**config.mk**
```make
export PLATFORM = sky130hd
export DESIGN_NAME = id_ex_stage
export DESIGN_NICKNAME = d
export VERILOG_FILES = /design/src/rtl/id_ex_stage.sv
export SDC_FILE = /design/constraint.sdc
export NUM_CORES = 1
export LEC_CHECK = 0
export ABC_AREA = 1
export ABC_CLOCK_PERIOD_IN_PS = 1330
export BUFFER_PORTS_ARGS = -buffer_cell sky130_fd_sc_hd__buf_2
export CAP_MARGIN = 20
export CORE_MARGIN = 2
export CORE_UTILIZATION = 46
export CTS_CLUSTER_DIAMETER = 60
export DETAILED_ROUTE_END_ITERATION = 8
export PLACE_DENSITY = 0.86
export SLEW_MARGIN = 10
export SYNTH_ARGS = -nofsm -noshare
export SYNTH_HDL_FRONTEND = slang
export SYNTH_SLANG_ARGS = --single-unit
```
**constraint.sdc**
```tcl
create_clock -name clk -period 1.33 [get_ports clk]
set_input_delay 0.1995 -clock clk [delete_from_list [all_inputs] [get_ports clk]]
set_output_delay 0.1995 -clock clk [all_outputs]
set_load 0.01 [all_outputs]
```
**src/rtl/id_ex_stage.sv**
```systemverilog
// ID/EX pipeline register feeding the ALU, with stall/flush and write-back refresh of held operands.
// Define ID_EX_FORWARD_EN to add EX/MEM and MEM/WB operand forwarding muxes on the outputs.
module id_ex_stage #(
    parameter int DATA_W = 32,
    parameter int REG_AW = 5
) (
    input  logic              clk,
    input  logic              rst_n,
    input  logic              stall,
    input  logic              flush,
    input  logic              id_valid,
    input  logic [REG_AW-1:0] id_rs_addr,
    input  logic [REG_AW-1:0] id_rt_addr,
    input  logic [DATA_W-1:0] id_rs_data,
    input  logic [DATA_W-1:0] id_rt_data,
    input  logic [DATA_W-1:0] id_imm,
    input  logic [2:0]        id_alu_op,
    input  logic              id_alu_src,
    input  logic              id_reg_write,
    input  logic [REG_AW-1:0] id_rd_addr,
    input  logic              exm_we,
    input  logic [REG_AW-1:0] exm_addr,
    input  logic [DATA_W-1:0] exm_data,
    input  logic              wb_we,
    input  logic [REG_AW-1:0] wb_addr,
    input  logic [DATA_W-1:0] wb_data,
    output logic [DATA_W-1:0] alu_a,
    output logic [DATA_W-1:0] alu_b,
    output logic [2:0]        alu_op,
    output logic [DATA_W-1:0] ex_store_data,
    output logic              ex_valid,
    output logic              ex_reg_write,
    output logic [REG_AW-1:0] ex_rd_addr
);

    logic              v_q, v_d;
    logic [REG_AW-1:0] rs_addr_q, rs_addr_d;
    logic [REG_AW-1:0] rt_addr_q, rt_addr_d;
    logic [DATA_W-1:0] rs_q, rs_d;
    logic [DATA_W-1:0] rt_q, rt_d;
    logic [DATA_W-1:0] imm_q, imm_d;
    logic [2:0]        op_q, op_d;
    logic              src_q, src_d;
    logic              wr_q, wr_d;
    logic [REG_AW-1:0] rd_q, rd_d;

    always_comb begin
        v_d       = v_q;
        rs_addr_d = rs_addr_q;
        rt_addr_d = rt_addr_q;
        rs_d      = rs_q;
        rt_d      = rt_q;
        imm_d     = imm_q;
        op_d      = op_q;
        src_d     = src_q;
        wr_d      = wr_q;
        rd_d      = rd_q;
        if (flush) begin
            v_d       = 1'b0;
            rs_addr_d = '0;
            rt_addr_d = '0;
            rs_d      = '0;
            rt_d      = '0;
            imm_d     = '0;
            op_d      = 3'b000;
            src_d     = 1'b0;
            wr_d      = 1'b0;
            rd_d      = '0;
        end else if (stall) begin
            // A producer may retire during a long stall; pick its result up now.
            if (wb_we && (wb_addr != '0) && (wb_addr == rs_addr_q)) rs_d = wb_data;
            if (wb_we && (wb_addr != '0) && (wb_addr == rt_addr_q)) rt_d = wb_data;
        end else begin
            v_d       = id_valid;
            rs_addr_d = id_rs_addr;
            rt_addr_d = id_rt_addr;
            rs_d      = id_rs_data;
            rt_d      = id_rt_data;
            imm_d     = id_imm;
            op_d      = id_alu_op;
            src_d     = id_alu_src;
            wr_d      = id_reg_write;
            rd_d      = id_rd_addr;
        end
    end

    always_ff @(posedge clk or negedge rst_n) begin
        if (!rst_n) begin
            v_q       <= 1'b0;
            rs_addr_q <= '0;
            rt_addr_q <= '0;
            rs_q      <= '0;
            rt_q      <= '0;
            imm_q     <= '0;
            op_q      <= 3'b000;
            src_q     <= 1'b0;
            wr_q      <= 1'b0;
            rd_q      <= '0;
        end else begin
            v_q       <= v_d;
            rs_addr_q <= rs_addr_d;
            rt_addr_q <= rt_addr_d;
            rs_q      <= rs_d;
            rt_q      <= rt_d;
            imm_q     <= imm_d;
            op_q      <= op_d;
            src_q     <= src_d;
            wr_q      <= wr_d;
            rd_q      <= rd_d;
        end
    end

    // Operand 0 is rs, operand 1 is rt.
    logic [REG_AW-1:0] opnd_addr [2];
    logic [DATA_W-1:0] opnd_reg  [2];
    logic [DATA_W-1:0] opnd_fwd  [2];

    assign opnd_addr[0] = rs_addr_q;
    assign opnd_addr[1] = rt_addr_q;
    assign opnd_reg[0]  = rs_q;
    assign opnd_reg[1]  = rt_q;

    genvar gi;
    generate
        for (gi = 0; gi < 2; gi++) begin : g_fwd
`ifdef ID_EX_FORWARD_EN
            always_comb begin
                opnd_fwd[gi] = opnd_reg[gi];
                if (opnd_addr[gi] != '0) begin
                    if (exm_we && (exm_addr == opnd_addr[gi]))
                        opnd_fwd[gi] = exm_data;
                    else if (wb_we && (wb_addr == opnd_addr[gi]))
                        opnd_fwd[gi] = wb_data;
                end
            end
`else
            assign opnd_fwd[gi] = opnd_reg[gi];
`endif
        end
    endgenerate

`ifndef ID_EX_FORWARD_EN
    // Without forwarding the EX/MEM port has no consumer; hazards are stalled upstream.
    logic unused_exm;
    assign unused_exm = ^{exm_we, exm_addr, exm_data};
`endif

    assign alu_a         = opnd_fwd[0];
    assign alu_b         = src_q ? imm_q : opnd_fwd[1];
    assign ex_store_data = opnd_fwd[1];
    assign alu_op        = v_q ? op_q : 3'b000;
    assign ex_valid      = v_q;
    assign ex_reg_write  = v_q & wr_q;
    assign ex_rd_addr    = rd_q;

endmodule

```
# After elaboration in Yosys (flattened, before gate mapping)
# Cells that the tools add are included.
# W data, S select, Z words.
[word_totals]
regBits = 117
out_inout_bits = 106
[classes]
eq_ne = 5
muxes = 24
bitwise_logic = 1
reduce_logical = 4
[ops]
columns = ["cell", "n"]
rows = [
  ["$mux W32", 9],
  ["$mux W5", 6],
  ["$eq A5 B5 Y1", 2],
  ["$mux W3", 3],
  ["$mux W1", 6],
  ["$ne A3 B1 Y1 const B", 2],
  ["$reduce_bool A5 Y1", 1],
  ["$logic_and A1 B1 Y1", 3],
  ["$ne A2 B1 Y1 const B", 1],
  ["$and A1 B1 Y1", 1],
]

# Longest topological paths before layout
# Gate-level depths: netlist of run 1.
[logic_depth]
word_depth = 6
mapped_depth = 10

# Least setup slack after synthesis of run 1
# OpenSTA, ideal clock, no wires.
[synth_timing]
kind = "register to output"
from = "reg src_q"
to = "out alu_b[10]"
arrival_time_ns = 1.107
t_required_ns = 1.131
slack_ns = 0.023
stages_incl_launch_ff = 6
cell_sequence = "dfrtp_1 -> inv_2 -> clkbuf_1 -> clkbuf_1 -> nand2_1 -> o21ai_0"
[synth_via]
elab_chain_cells = 1
[synth_rtl]
columns = ["item", "line_no", "rtl"]
rows = [
  ["start: declaration", "43", "logic src_q, src_d;"],
  ["start signal: assignment", "107", "src_q <= src_d;"],
  ["$mux W32", "149", "assign alu_b = src_q ? imm_q : opnd_fwd[1];"],
  ["end: declaration", "28", "output logic [DATA_W-1:0] alu_b,"],
]
# No other way between the ends.

# Final worst setup path of run 1
[layout_timing]
from = "reg src_q"
to = "out alu_b[16]"
# The elaborated chain is that of the path after synthesis.

==> results of run 1 <==
[Yosys cell counts]
cell and instances:
nand3b_1 1, buf_2 21, xnor2_1 2, nand2_1 243
clkbuf_1 25, inv_2 4, dfrtp_1 117, o22ai_1 99
xor2_1 6, or2_1 1, nand3_1 64, nand3_2 2
inv_1 136, nor2_2 1, a21oi_1 2, nand2_2 2
buf_1 1, buf_6 7, buf_4 2, nor2_1 6
o21ai_0 48
[worst max-delay path, cell delays in order, from the launching register on]
cell and delay, ns:
dfrtp_2 0.42, clkinv_4 0.13, buf_6 0.18, o21ai_2 0.16, buf_2 0.15
[area by class of cell]
type	count	area [µm²]	share of cell area (%)
multi-input combinational	477	2950	30.8
sequential	117	2930	30.6
timing repair buffer	329	2370	24.7
inverter	140	532	5.55
clock buffer	17	425	4.44
tap	172	215	2.25
clock inverter	15	148	1.54
timing repair inverter	1	8.76	0.0915
[final timing paths]
| path | startpoint | to | slack, ns | depth (start not counted) |
|---|---|---|---|---|
| worst max register to register | rs_addr_q[1] | alu_a[7] | -0.31 | 13 |
| worst max-delay path | src_q | alu_b[16] | -0.32 | 4 |
| max in group asynchronous | rst_n | ex_valid | 0.57 | 3 |
| min in group asynchronous | rst_n | imm_q[13] | 0.37 | 3 |
| worst min-delay path | id_rt_addr[0] | rt_addr_q[0] | 0.04 | 3 |
| worst min register to register | op_q[0] | op_q[0] | 0.49 | 2 |
[what timing repair did]
action / CTS / global route
endpoints found under the setup margin: 93 / 101
buffers inserted: 20 / 4
resized for setup: 97 / 174
pin swaps: 32 / 48
cloned: 9 / 10
endpoints found under the hold margin: 117 / 0
hold buffers: 1 / 0
[cells by family (layout without fill, tap and decap cells)]
group                  after synthesis  after routing  synth area share, %
AO/OA/AOI/OAI                      149            149                 14.5
XOR/XNOR                             8              8                 1.17
buffers and inverters              196            502                 13.7
flip-flops                         117            117                 48.8
AND/OR/NAND/NOR                    320            320                 21.8
[power by group through the flow]
| stage | clock network (mW) | logic, mW | registers [mW] |
|---|---|---|---|
| 5_1_grt | 4.63 | 2.44 | 4.07 |
| 2_1_floorplan | 0 | 0.790 | 4.10 |
| 3_5_place_dp | 0 | 1.71 | 4.06 |
| 6_report | 4.39 | 2.25 | 4.04 |
| 4_1_cts | 4.43 | 1.95 | 4.01 |
| 3_3_place_gp | 0 | 1.68 | 4.06 |
[routing by layer]
metal	vias up	track usage, %	wire [µm]
li1	3119	-	-
met1	3205	37.4	9000
met2	339	48.6	10800
met3	67	6.95	1380
met4	0	13.9	865
met5	-	0	0
[registers in the layout, indices dropped and copies added, names as in the netlist]
register and flops:
alu_a 32, ex_store_data 32, imm_q 32, ex_rd_addr 5
wr_q 1, ex_valid 1, src_q 1, op_q 3
rt_addr_q 5, rs_addr_q 5
[through the flow]
step	TNS, ns	util, %
finish	-21.78	75.6
global route	-28.61	75.6
CTS	-17.51	70.7
detailed placement	-1.84	59.9
global placement	-0.308	59.9
floorplan	0	-
==> flow_metrics.env, run 1 <==
export IMPL_fin_skew_ns=0.00674
export IMPL_cts_root_buffer="clkbuf_16"
export IMPL_clock_sink_count=117
export IMPL_global_route_overflow_total=0
export IMPL_drt_iter0_markers=539
export IMPL_synth_cells=790
export IMPL_clkLatencyLatePin_ns=0.40
export IMPL_antenna_found_initial=0
export IMPL_number_of_antenna_diodes=0
export IMPL_arrival_ns=1.45
export IMPL_area_grow_syn2layout_pct=59.7
export IMPL_cellLeakagePower_nw=5.31
export IMPL_crit_path_start_kind="flip-flop"
export IMPL_yosysWarnings=0
export IMPL_vias=6730
export IMPL_die_w_um=118
export IMPL_synth_cell_types=21
export IMPL_criticalPathCategory="flip-flop to output port"
export IMPL_global_route_wire_length_before_repair_um=32900
export IMPL_power_frac_clock_pct=41.1
export IMPL_fp_row_count=41
export IMPL_worst_ep_required_ns=1.13
export IMPL_mappedNetlistNets=987
export IMPL_floorplan_core_area_um2=12700
export IMPL_synth_top_cell_by_area="dfrtp_1"
export IMPL_p_comb_share_pct=21.1
export IMPL_ir_drop_mv=0.786
export IMPL_wirelength_um=22100
export IMPL_setup_worst_path_end_class="output port"
export IMPL_finalSetupViolations=96
export IMPL_route_detailed_drc=0
export IMPL_finalNetCount=1280
export IMPL_finalHoldViolCount=0
export IMPL_max_slew_worst_pin_slew_ns=0.552
export IMPL_timing_final_crit_period_ns=1.65
export IMPL_grt_total_usage_pct=29.8
export IMPL_yosysSeqAreaShare_pct=48.8
export IMPL_placement_cell_area_um2=7600
export IMPL_post_route_worst_hold_slack_ns=0.0433
export IMPL_post_synth_instance_area_um2=6000
export IMPL_sequential_share_of_power_pct=37.8
export IMPL_drive_gt1_share_pct=48.2
export IMPL_violations="negative setup slack"
export IMPL_cap_viol_max_count=0
export IMPL_switching_share_pct=30.5
export IMPL_first_global_vias=6497
export IMPL_final_cell_mix="buf_2, nand2_1, inv_1, dfrtp_1, o22ai_1"
export IMPL_chipHeight_um=118
export IMPL_final_design_area_no_fill_um2=9580
export IMPL_place_detailed_hpwl_um=13400
export IMPL_cts_path_max_buffers=2
export IMPL_power_per_cell_area_nw_per_um2=1120
export IMPL_grt_max_degree=82
export IMPL_fin_cells=1268
export IMPL_synth_top_cell_area_share_pct=48.8
export IMPL_slew_viol_final=0
export IMPL_start_util_pct=47.3
export IMPL_boundaryPins=303
export IMPL_outcome="finished with violations"
export IMPL_pre_cts_ws_ns=-0.0645
export IMPL_clkSlewWorstSetupHoldPaths_ns=0.06
export IMPL_drtAntennaViolNets=0
export IMPL_drt_wirelength_per_cell_um=17.4
export IMPL_final_period_utilization_pct=124
export IMPL_io_buffers=264
export IMPL_setup_ws_ns=-0.316
export IMPL_inserted_clock_buffers=17
export IMPL_synth_seq_cells=117
export IMPL_p_sw_mw=3.26
export IMPL_gpl_final_weighted_congestion=0.932
export IMPL_detailedRoute_firstPassIterationCount=5
export IMPL_overall_die_area_um2=14000
export IMPL_pwr_total_mw=10.7
export IMPL_layout_cells_most_common="buf_2"
export IMPL_max_slew_margin_pct=63.2
export IMPL_achievable_frequency_ghz=0.608
export IMPL_worstHoldPathType="input pin to flip-flop"
export IMPL_tritoncts="yes"
export IMPL_post_synth_main_area_contributors="dfrtp_1, nand2_1, o22ai_1"
export IMPL_avgViaCountPerCell=5.31
export IMPL_internal_power_mw=7.43
export IMPL_place_inst=1200
export IMPL_cp_max_fo=10
export IMPL_cts_h_tree_lvls=4
export IMPL_post_synth_cell_area_avg_um2=7.59
export IMPL_rsz0062_at_grt="yes"
export IMPL_layout_filler_cells=908
Power figures use the tool's default switching activity.
==> inputs of run 2 (changes only) <==
==> constraint.sdc (replaced) <==
create_clock -name clk -period 1.33 [get_ports clk]
set_input_delay 0.1995 -clock clk [delete_from_list [all_inputs] [get_ports clk]]
set_output_delay 0.1995 -clock clk [all_outputs]
set_load 0.1 [all_outputs]
==> run 2 against run 1 <==
  * The flow still finishes with violations (negative setup slack)
  * Flip-flop and latch count is the same
  * Global-route usage grew 3.8 points
  * Register-to-register slack gained 0.12 ns
  * Cell count shrank 0.71%
  * First-iteration DRC count grew 5.2%
  * Sequential share of layout area shrank 2.9 points
  * Clock power grew 7.3%
  * Die area is the same
  * Critical path depth grew 1
  * Worst hold slack lost 0.010 ns
  * Clock skew is essentially flat
==> flow_metrics.env, run 2 (synthesis results as in run 1) <==
export IMPL_max_slew_margin_pct=69.3
export IMPL_fin_skew_ns=0.00659
export IMPL_tns_ns=-22.33
export IMPL_die_w_um=118
export IMPL_clock_sink_count=117
export IMPL_worstHoldPathType="input pin to flip-flop"
export IMPL_detailedRoute_firstPassIterationCount=5
export IMPL_finalNetCount=1272
export IMPL_grt_max_degree=66
export IMPL_crit_path_start_kind="flip-flop"
export IMPL_floorplan_core_area_um2=12700
export IMPL_finalSetupViolations=101
export IMPL_grt_most_used_layer="met2"
export IMPL_criticalPathCategory="flip-flop to output port"
export IMPL_worst_ep_required_ns=1.13
export IMPL_vias=7002
export IMPL_final_cell_mix="nand2_1, buf_2, inv_1, o22ai_1, dfrtp_1"
export IMPL_cts_path_max_buffers=2
export IMPL_layout_cells_most_common="nand2_1"
export IMPL_internal_power_mw=8.53
export IMPL_final_period_utilization_pct=134
export IMPL_sequential_share_of_power_pct=30.0
export IMPL_timing_final_crit_period_ns=1.78
export IMPL_wirelength_um=24100
export IMPL_power_frac_clock_pct=34.2
export IMPL_route_detailed_drc=0
export IMPL_gpl_final_weighted_congestion=0.916
export IMPL_start_util_pct=47.3
export IMPL_global_route_wire_length_before_repair_um=36700
export IMPL_number_of_antenna_diodes=0
export IMPL_drive_gt1_share_pct=51.2
export IMPL_clkSlewWorstSetupHoldPaths_ns=0.05
export IMPL_antenna_found_initial=0
export IMPL_power_per_cell_area_nw_per_um2=1280
export IMPL_outcome="finished with violations"
export IMPL_timing_hold_worst_path_depth=3
export IMPL_cellLeakagePower_nw=5.40
export IMPL_hold_path_endpoint="rs_addr_q[2]"
export IMPL_worst_hold_startpoint="id_rs_addr[2]"
export IMPL_slew_viol_final=0
export IMPL_drtAntennaViolNets=0
export IMPL_rsz0062_at_grt="yes"
export IMPL_final_design_area_no_fill_um2=10700
export IMPL_chipHeight_um=118
export IMPL_pwr_total_mw=13.8
export IMPL_clkLatencyLatePin_ns=0.41
export IMPL_cap_viol_max_count=0
export IMPL_drt_wirelength_per_cell_um=19.2
export IMPL_place_detailed_hpwl_um=15000
export IMPL_global_route_overflow_total=0
export IMPL_io_buffers=264
export IMPL_rr_startpoint="rs_addr_q[1]"
export IMPL_rr_endpoint="alu_a[30]"
export IMPL_first_global_vias=6993
export IMPL_finalHoldViolCount=0
export IMPL_p_sw_mw=5.24
export IMPL_drt_iter0_markers=567
export IMPL_worstRegToRegCells=10
export IMPL_cp_max_fo=15
export IMPL_placement_cell_area_um2=8960
export IMPL_groute_layer_met3_usage_pct=5.16
export IMPL_max_slew_worst_pin_slew_ns=0.461
export IMPL_ir_drop_mv=0.816
export IMPL_grt_util_met1_pct=41.2
export IMPL_setup_ws_ns=-0.453
export IMPL_setup_worst_path_end_class="output port"
export IMPL_arrival_ns=1.58
export IMPL_cts_root_buffer="clkbuf_16"
export IMPL_violations="negative setup slack"
export IMPL_switching_share_pct=38.1
export IMPL_boundaryPins=303
export IMPL_avgViaCountPerCell=5.56
export IMPL_area_grow_syn2layout_pct=79.1
export IMPL_achievable_frequency_ghz=0.561
export IMPL_inserted_clock_buffers=17
export IMPL_fp_row_count=41
export IMPL_global_route_usage_met2_pct=57.2
export IMPL_cts_h_tree_lvls=4
export IMPL_grt_total_usage_pct=33.6
export IMPL_pre_cts_ws_ns=-0.156
export IMPL_p_comb_share_pct=35.8
export IMPL_tritoncts="yes"
export IMPL_overall_die_area_um2=14000
export IMPL_layout_filler_cells=647
export IMPL_register_to_register_setup_slack_ns=-0.19
-- run 2: what timing repair did --
item,in CTS,in global routing
resized for setup,160,76
setup endpoints to repair,151,109
cloned,9,0
setup buffers,18,2
endpoints found under the hold margin,27,0
pin swaps,45,24
hold buffers,1,0
-- run 2: worst max-delay path, stage by stage, from the launching register on --
cell	delay, ns
dfrtp_1	0.40
inv_4	0.17
buf_12	0.19
nand2_1	0.12
o21ai_4	0.09
buf_12	0.19
-- run 2: final cells by class --
type	count	area (µm²)	area share (%)
multi-input cells	477	3250	30.2
repair buffers	322	3150	29.3
flip-flops and latches	117	2970	27.7
inverters	140	544	5.07
clock buffers	23	488	4.54
well taps	172	215	2.00
clock inverters	8	123	1.14
-- run 2: layer usage --
metal  wire length, µm  part of all wire (%)  vias to the layer above
li1                  -                     -                     3102
met1              8850                    37                     3388
met2             12400                    51                      419
met3              1680                   7.0                       93
met4              1190                   4.9                        0
met5                 0                     0                        -
-- run 2: through the flow --
stage,util (%),hold slack [ns],instances
2_1_floorplan,-,-0.0961,790
3_3_place_gp,70.7,0.120,1201
5_1_grt,84.8,0.0284,1259
6_report,84.8,0.0331,1259
3_5_place_dp,70.7,0.123,1201
4_1_cts,82.7,0.0207,1260
-- run 2: worst max-delay path by stage --
stage	startpoint	endpoint	slack [ns]
3_3_place_gp	stall	alu_a[10]	-0.08
4_1_cts	src_q	alu_b[24]	-0.45
2_1_floorplan	src_q	alu_b[14]	-0.13
3_5_place_dp	rt_addr_q[1]	ex_store_data[14]	-0.16
5_1_grt	src_q	alu_b[7]	-0.51
6_report	src_q	alu_b[9]	-0.45
-- run 2: power groups by stage --
stage / Clock [mW] / Combinational, mW / Sequential [mW]
floorplan: 0 / 1.70 / 5.37
global placement: 0 / 4.40 / 4.10
detailed placement: 0 / 4.47 / 4.12
CTS: 4.73 / 4.79 / 4.10
global route: 4.90 / 5.11 / 4.15
finish: 4.71 / 4.93 / 4.13
